**src/rtl/mem_bus_pkg.sv**
```systemverilog
// Shared types and constants for the memory bus arbiter.
package mem_bus_pkg;

    typedef enum logic {ARB_IDLE, ARB_BUSY} arb_state_e;
    typedef enum logic {OWN_IF, OWN_D} arb_owner_e;

    localparam logic [2:0] SIZE_B = 3'd0;
    localparam logic [2:0] SIZE_H = 3'd1;
    localparam logic [2:0] SIZE_W = 3'd2;
    localparam logic [2:0] SIZE_D = 3'd3;

endpackage

```
**src/rtl/mem_bus_arbiter.sv**
```systemverilog
// Shares one memory bus between the fetch port and the data port; data has priority,
// a streak counter guarantees fetch progress and a watchdog ends hung transactions.
//
// state    | meaning
// ARB_IDLE | no transaction; pick a winner from pending requests and latch it
// ARB_BUSY | latched transaction on the bus; wait for bus_ready or timeout
module mem_bus_arbiter
    import mem_bus_pkg::*;
#(
    parameter int unsigned XLEN         = 64,
    parameter int unsigned MAX_D_STREAK = 4,
    parameter int unsigned TIMEOUT      = 16
) (
    input  logic            clk,
    input  logic            resetn,
    input  logic            if_req,
    input  logic [XLEN-1:0] if_addr,
    output logic [XLEN-1:0] if_rdata,
    output logic            if_ready,
    output logic            if_error,
    input  logic            d_read,
    input  logic            d_write,
    input  logic [XLEN-1:0] d_addr,
    input  logic [XLEN-1:0] d_wdata,
    input  logic [2:0]      d_size,
    input  logic            d_signed,
    output logic [XLEN-1:0] d_rdata,
    output logic            d_ready,
    output logic            d_error,
    output logic [XLEN-1:0] bus_addr,
    output logic [XLEN-1:0] bus_wdata,
    output logic            bus_read_req,
    output logic            bus_write_req,
    output logic [2:0]      bus_size,
    output logic            bus_signed,
    input  logic [XLEN-1:0] bus_rdata,
    input  logic            bus_ready,
    input  logic            bus_error,
    output logic            busy
);

    localparam int unsigned TW  = (TIMEOUT > 1) ? $clog2(TIMEOUT) : 1;
    localparam int unsigned STW = $clog2(MAX_D_STREAK + 1);
    localparam logic [TW-1:0]  TIMER_LAST = TW'((TIMEOUT == 0) ? 0 : TIMEOUT - 1);
    localparam logic [STW-1:0] STREAK_MAX = STW'(MAX_D_STREAK);

    arb_state_e     state;
    arb_owner_e     owner;
    logic [STW-1:0] streak;
    logic [TW-1:0]  timer;

    logic d_pending;
    logic d_wins;
    logic timeout_hit;
    logic done;

    assign d_pending   = d_read | d_write;
    assign d_wins      = d_pending && !(if_req && (streak == STREAK_MAX));
    assign timeout_hit = (TIMEOUT != 0) && (state == ARB_BUSY) && (timer == TIMER_LAST) && !bus_ready;
    assign done        = (state == ARB_BUSY) && (bus_ready || timeout_hit);
    assign busy        = (state != ARB_IDLE);

    always_ff @(posedge clk or negedge resetn) begin
        if (!resetn) begin
            state         <= ARB_IDLE;
            owner         <= OWN_IF;
            streak        <= '0;
            timer         <= '0;
            bus_addr      <= '0;
            bus_wdata     <= '0;
            bus_read_req  <= 1'b0;
            bus_write_req <= 1'b0;
            bus_size      <= '0;
            bus_signed    <= 1'b0;
        end else begin
            case (state)
                ARB_IDLE: begin
                    timer <= '0;
                    if (d_wins) begin
                        state         <= ARB_BUSY;
                        owner         <= OWN_D;
                        bus_addr      <= d_addr;
                        bus_wdata     <= d_wdata;
                        // simultaneous read and write resolves to a write
                        bus_write_req <= d_write;
                        bus_read_req  <= d_read & ~d_write;
                        bus_size      <= d_size;
                        bus_signed    <= d_signed;
                        if (!if_req) begin
                            streak <= '0;
                        end else if (streak != STREAK_MAX) begin
                            streak <= streak + 1'b1;
                        end
                    end else if (if_req) begin
                        state         <= ARB_BUSY;
                        owner         <= OWN_IF;
                        bus_addr      <= if_addr;
                        bus_wdata     <= '0;
                        bus_write_req <= 1'b0;
                        bus_read_req  <= 1'b1;
                        bus_size      <= SIZE_W;
                        bus_signed    <= 1'b0;
                        streak        <= '0;
                    end
                end
                ARB_BUSY: begin
                    if (done) begin
                        state         <= ARB_IDLE;
                        timer         <= '0;
                        bus_read_req  <= 1'b0;
                        bus_write_req <= 1'b0;
                    end else begin
                        timer <= timer + 1'b1;
                    end
                end
                default: state <= ARB_IDLE;
            endcase
        end
    end

    always_comb begin
        if_ready = 1'b0;
        if_error = 1'b0;
        if_rdata = '0;
        d_ready  = 1'b0;
        d_error  = 1'b0;
        d_rdata  = '0;
        if (done) begin
            if (owner == OWN_IF) begin
                if_ready = 1'b1;
                if_error = bus_ready ? bus_error : 1'b1;
                if_rdata = bus_ready ? bus_rdata : '0;
            end else begin
                d_ready = 1'b1;
                d_error = bus_ready ? bus_error : 1'b1;
                d_rdata = bus_ready ? bus_rdata : '0;
            end
        end
    end

endmodule

```
**config.mk**
```make
export PLATFORM = sky130hd
export DESIGN_NAME = mem_bus_arbiter
export DESIGN_NICKNAME = d
export VERILOG_FILES = /design/src/rtl/mem_bus_pkg.sv /design/src/rtl/mem_bus_arbiter.sv
export SDC_FILE = /design/constraint.sdc
export NUM_CORES = 1
export LEC_CHECK = 0
export ABC_CLOCK_PERIOD_IN_PS = 1800
export CAP_MARGIN = 20
export CORE_AREA = 5 5 205 207
export CTS_BUF_LIST = sky130_fd_sc_hd__clkbuf_8
export DETAILED_ROUTE_END_ITERATION = 12
export DIE_AREA = 0 0 210 212
export GPL_TIMING_DRIVEN = 0
export SKIP_CTS_REPAIR_TIMING = 1
export SLEW_MARGIN = 20
export SYNTH_ARGS = -nofsm -noshare
export SYNTH_HDL_FRONTEND = slang
export SYNTH_SLANG_ARGS = --single-unit
export TNS_END_PERCENT = 100
```
**constraint.sdc**
```tcl
create_clock -name clk -period 1.8 [get_ports clk]
set_input_delay 0.27 -clock clk [delete_from_list [all_inputs] [get_ports clk]]
set_output_delay 0.27 -clock clk [all_outputs]
set_load 0.02 [all_outputs]
```
Yosys cells after proc, flatten, opt, wreduce, memory -nomap -nowiden:

Index checks and enable logic that the tools add are counted.

* register bits after elaboration: 143
* bits of input ports: 267
* output and inout port bits: 267
* logic and storage cells: 73

* add/subtract/negate cells: 2
* equal/unequal tests: 6
* multiplexer cells: 39
* bitwise logic cells: 4
* reduce and logical (&&, ||, !) cells: 12

Operators with widths (count)
* $mux 64: 9
* $mux 1: 19
* $mux 3: 6
* $pmux 4 s2: 1
* $ne 3x3->1 const B: 2
* $pmux 1 s2: 3
* $logic_and 1x1->1: 5
* $add 4x1->4 const B: 1
* $eq 4x4->1 const B: 1
* $mux 4: 1
* $reduce_and 2->1: 2
* $add 3x1->3 const B: 1
* $eq 3x3->1 const B: 1
* $ne 3x2->1 const B: 1
* $reduce_and 3->1: 1
* $logic_not 1->1: 2
* $ne 2x1->1 const B: 1
* $not 1->1: 2
* $reduce_bool 2->1: 1
* $and 1x1->1: 1
* $logic_or 1x1->1: 1
* $or 1x1->1: 1

Logic depth before layout (Yosys ltp):

Gate-level depths: netlist of the first run.

* depth after elaboration: 7
* depth in mapped cells: 7
* mapped depth without buffers: 5

Least setup slack after synthesis of the first run:

Ideal clock, no wire load.

* path kind: register to output
* from: register state (netlist: busy)
* to: output d_rdata[54]
* data arrival time: 1491 ps
* data required time: 1530 ps
* path slack: 39 ps
* cell stages (with the launch flop): 6
* buffers on the path: 3
* cell sequence: dfrtp_1 buf_2 nand3_1 buf_2 buf_2 nor2_1

* cells in the longest elaborated chain, start to end: 5

Ends and longest elaborated chain
* start: declaration: line mem_bus_arbiter.sv:47 `arb_state_e state;`
* start signal: assignment: line mem_bus_arbiter.sv:65 `state <= ARB_IDLE;`
* start signal: assignment: line mem_bus_arbiter.sv:80 `state <= ARB_BUSY;`
* start signal: assignment: line mem_bus_arbiter.sv:95 `state <= ARB_BUSY;`
* $logic_and 1x1->1 (2 in series): line mem_bus_arbiter.sv:59 `assign timeout_hit = (TIMEOUT != 0) && (state == ARB_BUSY) && (timer == TIMER_LAST) && !bus_ready;`
* $logic_or 1x1->1: line mem_bus_arbiter.sv:60 `assign done = (state == ARB_BUSY) && (bus_ready || timeout_hit);`
* $logic_and 1x1->1 (*): line mem_bus_arbiter.sv:60
* $mux 64 (*): line mem_bus_arbiter.sv:128 `if (done) begin`
* end: declaration: line mem_bus_arbiter.sv:27 `output logic [XLEN-1:0] d_rdata,`

Every way passes the cells marked *; elsewhere a longest branch is shown, timed or not.

Final worst setup path of the first run:

* from: register timer[0]
* to: output if_rdata[37]

* cells in the longest elaborated chain, start to end: 6

Ends and longest elaborated chain
* start: declaration: line mem_bus_arbiter.sv:50 `logic [TW-1:0] timer;`
* start signal: assignment: line mem_bus_arbiter.sv:113 `timer <= timer + 1'b1;`
* $eq 4x4->1: line mem_bus_arbiter.sv:59
* $logic_and 1x1->1 (2 in series): line mem_bus_arbiter.sv:59
* $logic_or 1x1->1: line mem_bus_arbiter.sv:60
* $logic_and 1x1->1: line mem_bus_arbiter.sv:60
* $mux 64: line mem_bus_arbiter.sv:128
* end: declaration: line mem_bus_arbiter.sv:18 `output logic [XLEN-1:0] if_rdata,`

Every way passes these cells.

==> run_results.csv, run 1 <==
group,metric,value,unit
worst_setup_path,cp_max_fo,10,
logic_synthesis,synthTopCellsByCount,"dfrtp_1 (143), nor2_1 (135), o21ai_0 (68)",
timing,max-slew-margin-rel,0.5465,
timing,rsz0062_at_grt,"true",
logic_synthesis,netlist_instances,730,
routing,drcViolationCount,0,
routing,firstDrtPassIters,5,
floorplanning,ioPinCount,534,
floorplanning,die_h,212,um
finish,fin_area,14580,sq um
clock_tree,clock_path_buffers,2,
logic_synthesis,synth_most_common_cell,"dfrtp_1",
timing,final.period_utilization,1.360,
placement,dp_hpwl,32.15,mm
clock_tree,clk_latency,0.47,ns
global_routing,antenna_found_initial,1,
power,vdd_drop_max,0.0006885,V
routing,vias,8457,
floorplanning,die_w,210,um
placement,place_congestion,0.9822,
placement,placed_area,13220,sq um
global_routing,grt_pass1_wl,57.06,mm
worst_setup_path,setup.worst_path.end_class,"output port",
finish,antenna_cells,0,
clock_tree,cts-htree-levels,4,
logic_synthesis,synth_warnings,0,
logic_synthesis,synth-seq-cells,143,
timing,maxSlewViolCount,0,
min_path,hp-class,"input pin to asynchronous set/reset pin",
clock_tree,cts.sinks,143,
clock_tree,cts.clk_slew.worst_paths,0.09,ns
logic_synthesis,synth.net_count,1000,
clock_tree,cts_buffers,17,
worst_setup_path,cp.arrival,2.18,ns
global_routing,grt_max_degree,92,
routing,drt-total-wl,40.93,mm
clock_tree,tritoncts,"built",
finish,fin_nets,1572,
finish,final_cells,1846,
logic_synthesis,synth_area_leader_cell,"dfrtp_1",
job,maxCapViolations,0,
timing,setup_viol_count_final,132,
logic_synthesis,async_reset_ff_frac,1.000,
placement,dp.cells,1796,
logic_synthesis,post-synth-top-area-fraction,0.4979,
finish,nFillCells,4048,
floorplanning,fp.dieArea,44520,sq um
timing,worst_pin_slew,0.6803,ns
logic_synthesis,synthDistinctLibCells,35,
routing,ant_nets,0,
global_routing,grt_usage,0.1687,
logic_synthesis,synthFlopType,"dfrtp_1",
worst_setup_path,start_kind,"flip-flop",
worst_setup_path,worstSetupPathType,"flip-flop to output port",
logic_synthesis,synth.cell_area,7187,sq um
global_routing,overflow,0,
outcome,status,"finished, violations left",
clock_tree,cts-root-buf,"clkbuf_8",
placement,portBuffers,533,
global_routing,grt_pass1_vias,8658,
power,powerDensity,1385,nW/um^2
timing,hold_violations,0,
logic_synthesis,ys_seq_area_frac,0.4979,
floorplanning,num_rows,74,
routing,first_iter_violations,510,
worst_setup_path,cp.required,1.53,ns
timing,setup-tns-final,-65.72,ns
placement,pre_cts_ws,-1.601,ns
floorplanning,start_util,0.1789,
timing,worst_slack,-0.6472,ns
outcome,violations,"negative setup slack",
timing,clock.fmax,408.6,MHz
routing,wl_per_cell,22.17,um
power,leakagePower,6.846,nW
routing,via_per_inst,4.581,
timing,skew,0.008622,ns
timing,post-route-min-period,2.447,ns
logic_synthesis,syn_area_per_cell,9.845,sq um
logic_synthesis,ys_top_cells_by_area,"dfrtp_1 (50%), a22o_1 (8.2%), a2bb2oi_1 (7.9%), nor2_1 (7.1%), a311oi_1 (5.8%)",
logic_synthesis,synth_edf_count,0,
finish,areaGrowthSynthToFinish,102.9,%
finish,drive_above_1_share,0.2496,
floorplanning,core-area,40180,sq um
## logic make-up after synthesis
group / share of synthesized area
xor+xnor: 0.002438
fa+ha+maj: 0.005223
flops: 0.4979
compound gates: 0.3088
buf+inv: 0.06407
simple gates: 0.1215
## layout make-up
| cell class | instances | area [sq um] | share of cell area |
|---|---|---|---|
| inverters | 6 | 22.52 | 0.001544 |
| multi-input cells | 494 | 3592 | 0.2463 |
| well taps | 532 | 665.6 | 0.04565 |
| plain buffers | 87 | 590.6 | 0.04050 |
| clock inverters | 9 | 155.1 | 0.01064 |
| flip-flops and latches | 143 | 3580 | 0.2455 |
| repair buffers | 553 | 5674 | 0.3891 |
| clock buffers | 22 | 302.8 | 0.02076 |
## per-stage QoR
| step | utilization | hold WS [ns] | total power [mW] |
|---|---|---|---|
| after floorplan | - | -0.02559 | 11.00 |
| after global placement | 0.3282 | 0.4562 | 16.67 |
| after detailed placement | 0.3290 | 0.2306 | 16.73 |
| after CTS | 0.3404 | -0.3369 | 19.89 |
| after global routing | 0.3629 | 0.3140 | 21.19 |
| final | 0.3629 | 0.3096 | 20.20 |
## metal layers
metal / share of wire / vias to the layer above / global-route usage / wire (um)
li1: - / 3838 / - / -
met1: 0.39 / 4146 / 0.2007 / 15970
met2: 0.51 / 426 / 0.2980 / 21030
met3: 0.067 / 47 / 0.04043 / 2740
met4: 0.029 / 0 / 0.06031 / 1187
met5: 0 / - / 0 / 0
## placed cells by master (no fill, tap or decap), types with 2 or more instances in the layout
master / count
buf_4: 50
clkinv_2: 2
clkbuf_1: 20
buf_6: 61
o21ai_0: 68
clkbuf_2: 19
or2_1: 2
bufinv_16: 4
nor2_4: 33
dfrtp_1: 142
a22o_1: 67
clkbuf_16: 4
nand3_4: 2
a311oi_2: 29
inv_1: 6
clkbuf_4: 10
nand2_1: 67
buf_2: 45
buf_12: 4
a2bb2oi_1: 65
a311oi_1: 35
clkdlybuf4s50_1: 326
ha_2: 2
clkbuf_8: 22
dlymetal6s2s_1: 94
nor2_2: 26
clkinv_4: 2
nor3_4: 2
nand2b_1: 2
buf_8: 5
nor2_1: 76
## report_power, final
part	internal (mW)	switching, mW
clock	1.69	1.34
combinational	5.56	5.86
sequential	4.77	0.984
total	12.0	8.18
## path summary, 6_finish.rpt
check                               from             to  slack, ns  cells after the start
setup reg to reg               streak[1]  bus_wdata[36]       0.07                      8
min in group clk             if_addr[61]   bus_addr[61]       0.35                      3
max in group asynchronous         resetn  bus_wdata[36]       0.63                      3
setup / recovery                timer[0]   if_rdata[37]      -0.65                      7
hold reg to reg            bus_wdata[51]  bus_wdata[51]       0.51                      1
hold / removal                    resetn   bus_addr[32]       0.31                      2
## worst max-delay path: stages, from the launching register on
cell	delay [ns]
dfrtp_1	0.38
ha_2	0.22
a31o_4	0.18
nand3b_1	0.16
buf_6	0.20
buf_6	0.15
nor2_2	0.23
buf_4	0.19
## flip-flops by register name, summed over array words and instances, names as in the netlist
signal	flops
owner	1
bus_read_req	1
timer	4
bus_wdata	64
bus_addr	64
streak	3
bus_write_req	1
busy	1
bus_signed	1
bus_size	3
Note: power is estimated with default switching activity, not from simulation.
==> run 2, diff against run 1 <==
--- a/config.mk
+++ b/config.mk
@@ -12,6 +12,7 @@
 export DETAILED_ROUTE_END_ITERATION = 12
 export DIE_AREA = 0 0 210 212
 export GPL_TIMING_DRIVEN = 0
+export REMOVE_ABC_BUFFERS = 1
 export SKIP_CTS_REPAIR_TIMING = 1
 export SLEW_MARGIN = 20
 export SYNTH_ARGS = -nofsm -noshare
==> run_results.csv, run 2 (same netlist as run 1, synthesis figures left out) <==
group,metric,value,unit
clock_tree,tritoncts,"built",
worst_setup_path,crit_path_frequent_cell,"buf_12",
global_routing,grt_usage,0.1562,
floorplanning,num_rows,74,
finish,multi_input_area,3913,sq um
clock_tree,clk_latency,0.50,ns
finish,top_regs,"bus_addr (64), bus_wdata (64), timer (4)",
global_routing,grt_pass1_vias,8053,
outcome,status,"finished, violations left",
outcome,violations,"negative setup slack",
floorplanning,fp.dieArea,44520,sq um
global_routing,grt_max_degree,88,
timing,worst_pin_slew,0.6816,ns
timing,final.period_utilization,1.394,
clock_tree,cts.clk_slew.worst_paths,0.09,ns
timing,max-slew-margin-rel,0.5456,
routing,vias,8844,
worst_setup_path,crit_chain,"ha_4 > a31o_4 > nand3b_1 > buf_8 > buf_12 > buf_12 > nor2_4 > buf_6",
job,maxCapViolations,0,
floorplanning,start_util,0.1789,
finish,layout_common_cells,"clkdlybuf4s50_1 (266), dfrtp_1 (142), dlymetal6s2s_1 (132)",
worst_setup_path,start_kind,"flip-flop",
placement,portBuffers,533,
routing,drcViolationCount,0,
clock_tree,clock_path_buffers,2,
timing,clock.fmax,398.7,MHz
timing,skew,0.01233,ns
worst_setup_path,crit_buf_inv,4,
placement,dp_hpwl,27.54,mm
power,vdd_drop_max,0.0008848,V
floorplanning,core-area,40180,sq um
clock_tree,cts-root-buf,"clkbuf_8",
finish,nFillCells,3838,
finish,drive_above_1_share,0.3132,
routing,drt-total-wl,43.08,mm
finish,fin_nets,1584,
floorplanning,ioPinCount,534,
timing,setup_viol_count_final,153,
timing,setup-tns-final,-71.60,ns
routing,firstDrtPassIters,5,
min_path,hp-class,"input pin to asynchronous set/reset pin",
timing,worst_slack,-0.7085,ns
timing,post-route-min-period,2.508,ns
worst_setup_path,cp.required,1.53,ns
power,leakagePower,7.596,nW
routing,ant_nets,0,
worst_setup_path,cp_max_fo,10,
routing,via_per_inst,4.757,
clock_tree,cts-htree-levels,4,
timing,maxSlewViolCount,0,
timing,rsz0062_at_grt,"true",
floorplanning,die_w,210,um
finish,final_common_cell,"clkdlybuf4s50_1",
worst_setup_path,max_stage_delay,0.41,ns
finish,areaGrowthSynthToFinish,124.2,%
floorplanning,die_h,212,um
placement,dp.cells,1731,
worst_setup_path,setup.worst_path.end_class,"output port",
worst_setup_path,critical_path.top_delay_family,"buffers and inverters",
worst_setup_path,crit_path_top_delay_cell,"dfrtp_1",
timing,hold_violations,0,
placement,place_congestion,0.8830,
worst_setup_path,cp.arrival,2.24,ns
global_routing,antenna_found_initial,3,
finish,seq_area,3582,sq um
clock_tree,cts_buffers,17,
worst_setup_path,worstSetupPathType,"flip-flop to output port",
routing,first_iter_violations,633,
power,powerDensity,1353,nW/um^2
global_routing,grt_pass1_wl,53.25,mm
finish,final_cells,1859,
clock_tree,cts.sinks,143,
routing,wl_per_cell,23.17,um
global_routing,overflow,0,
[run 2: changes by cell type in the layout (fill, tap and decap cells not counted), sizes merged]
| cell | change |
|---|---|
| bufinv | +1 |
| clkinvlp | +3 |
| nand3 | +1 |
| dlymetal6s2s | +38 |
| clkdlybuf4s50 | -60 |
| clkbuf | -34 |
| diode | +2 |
| clkinv | -3 |
| buf | +65 |
[run 2: routing by layer]
layer	global-route usage	vias to the layer above	share of wire
li1	-	3863	-
met1	0.2063	4504	0.42
met2	0.2483	399	0.49
met3	0.04161	78	0.060
met4	0.05513	0	0.031
met5	0	-	0
[run 2: area by class of cell]
class                   instances  area share
multi-input cells             495      0.2428
inverters                       6    0.001553
well taps                     532     0.04131
clock inverters                10     0.01149
flip-flops and latches        143      0.2223
clock buffers                  20     0.01708
diodes                          2   0.0003106
repair buffers                651      0.4632
[run 2: per-stage QoR]
stage	util	hold slack (ns)	setup slack [ns]	power, mW	cell area [sq um]
after floorplan	-	-0.02559	-3.284	10.88	6749
after global placement	0.3173	0.4476	-9.580	15.47	12750
after detailed placement	0.3301	0.2407	-1.550	16.74	13270
after CTS	0.3416	-0.3487	-1.918	20.00	13730
after global routing	0.4009	0.2751	-0.7961	22.80	16110
final	0.4010	0.2825	-0.7085	21.81	16110
[run 2: final timing paths]
kind                                from             to  slack (ns)  depth (start not counted)
max                             timer[0]   if_rdata[55]       -0.71                          8
min                               resetn   bus_addr[51]        0.28                          2
max reg2reg                    streak[0]  bus_wdata[19]       -0.03                          8
min reg2reg                bus_wdata[33]  bus_wdata[33]        0.50                          1
max in group asynchronous         resetn   bus_wdata[8]        0.67                          3
min in group clk               d_size[1]    bus_size[1]        0.31                          3
[run 2: power breakdown]
part / internal (mW) / total, mW / switching, mW / leakage [nW]
sequential: 4.78 / 5.77 / 0.997 / 1.70
combinational: 6.53 / 12.9 / 6.40 / 5.67
clock: 1.74 / 3.11 / 1.37 / 0.219
total: 13.0 / 21.8 / 8.76 / 7.60
[run 2: worst reg2reg max path, cell delays in order (launching register included)]
cell       delay [ns]
dfrtp_1          0.40
inv_2            0.06
ha_4             0.18
and3_4           0.18
buf_16           0.15
nor3_4           0.28
buf_12           0.20
clkbuf_16        0.17
a22o_1           0.13
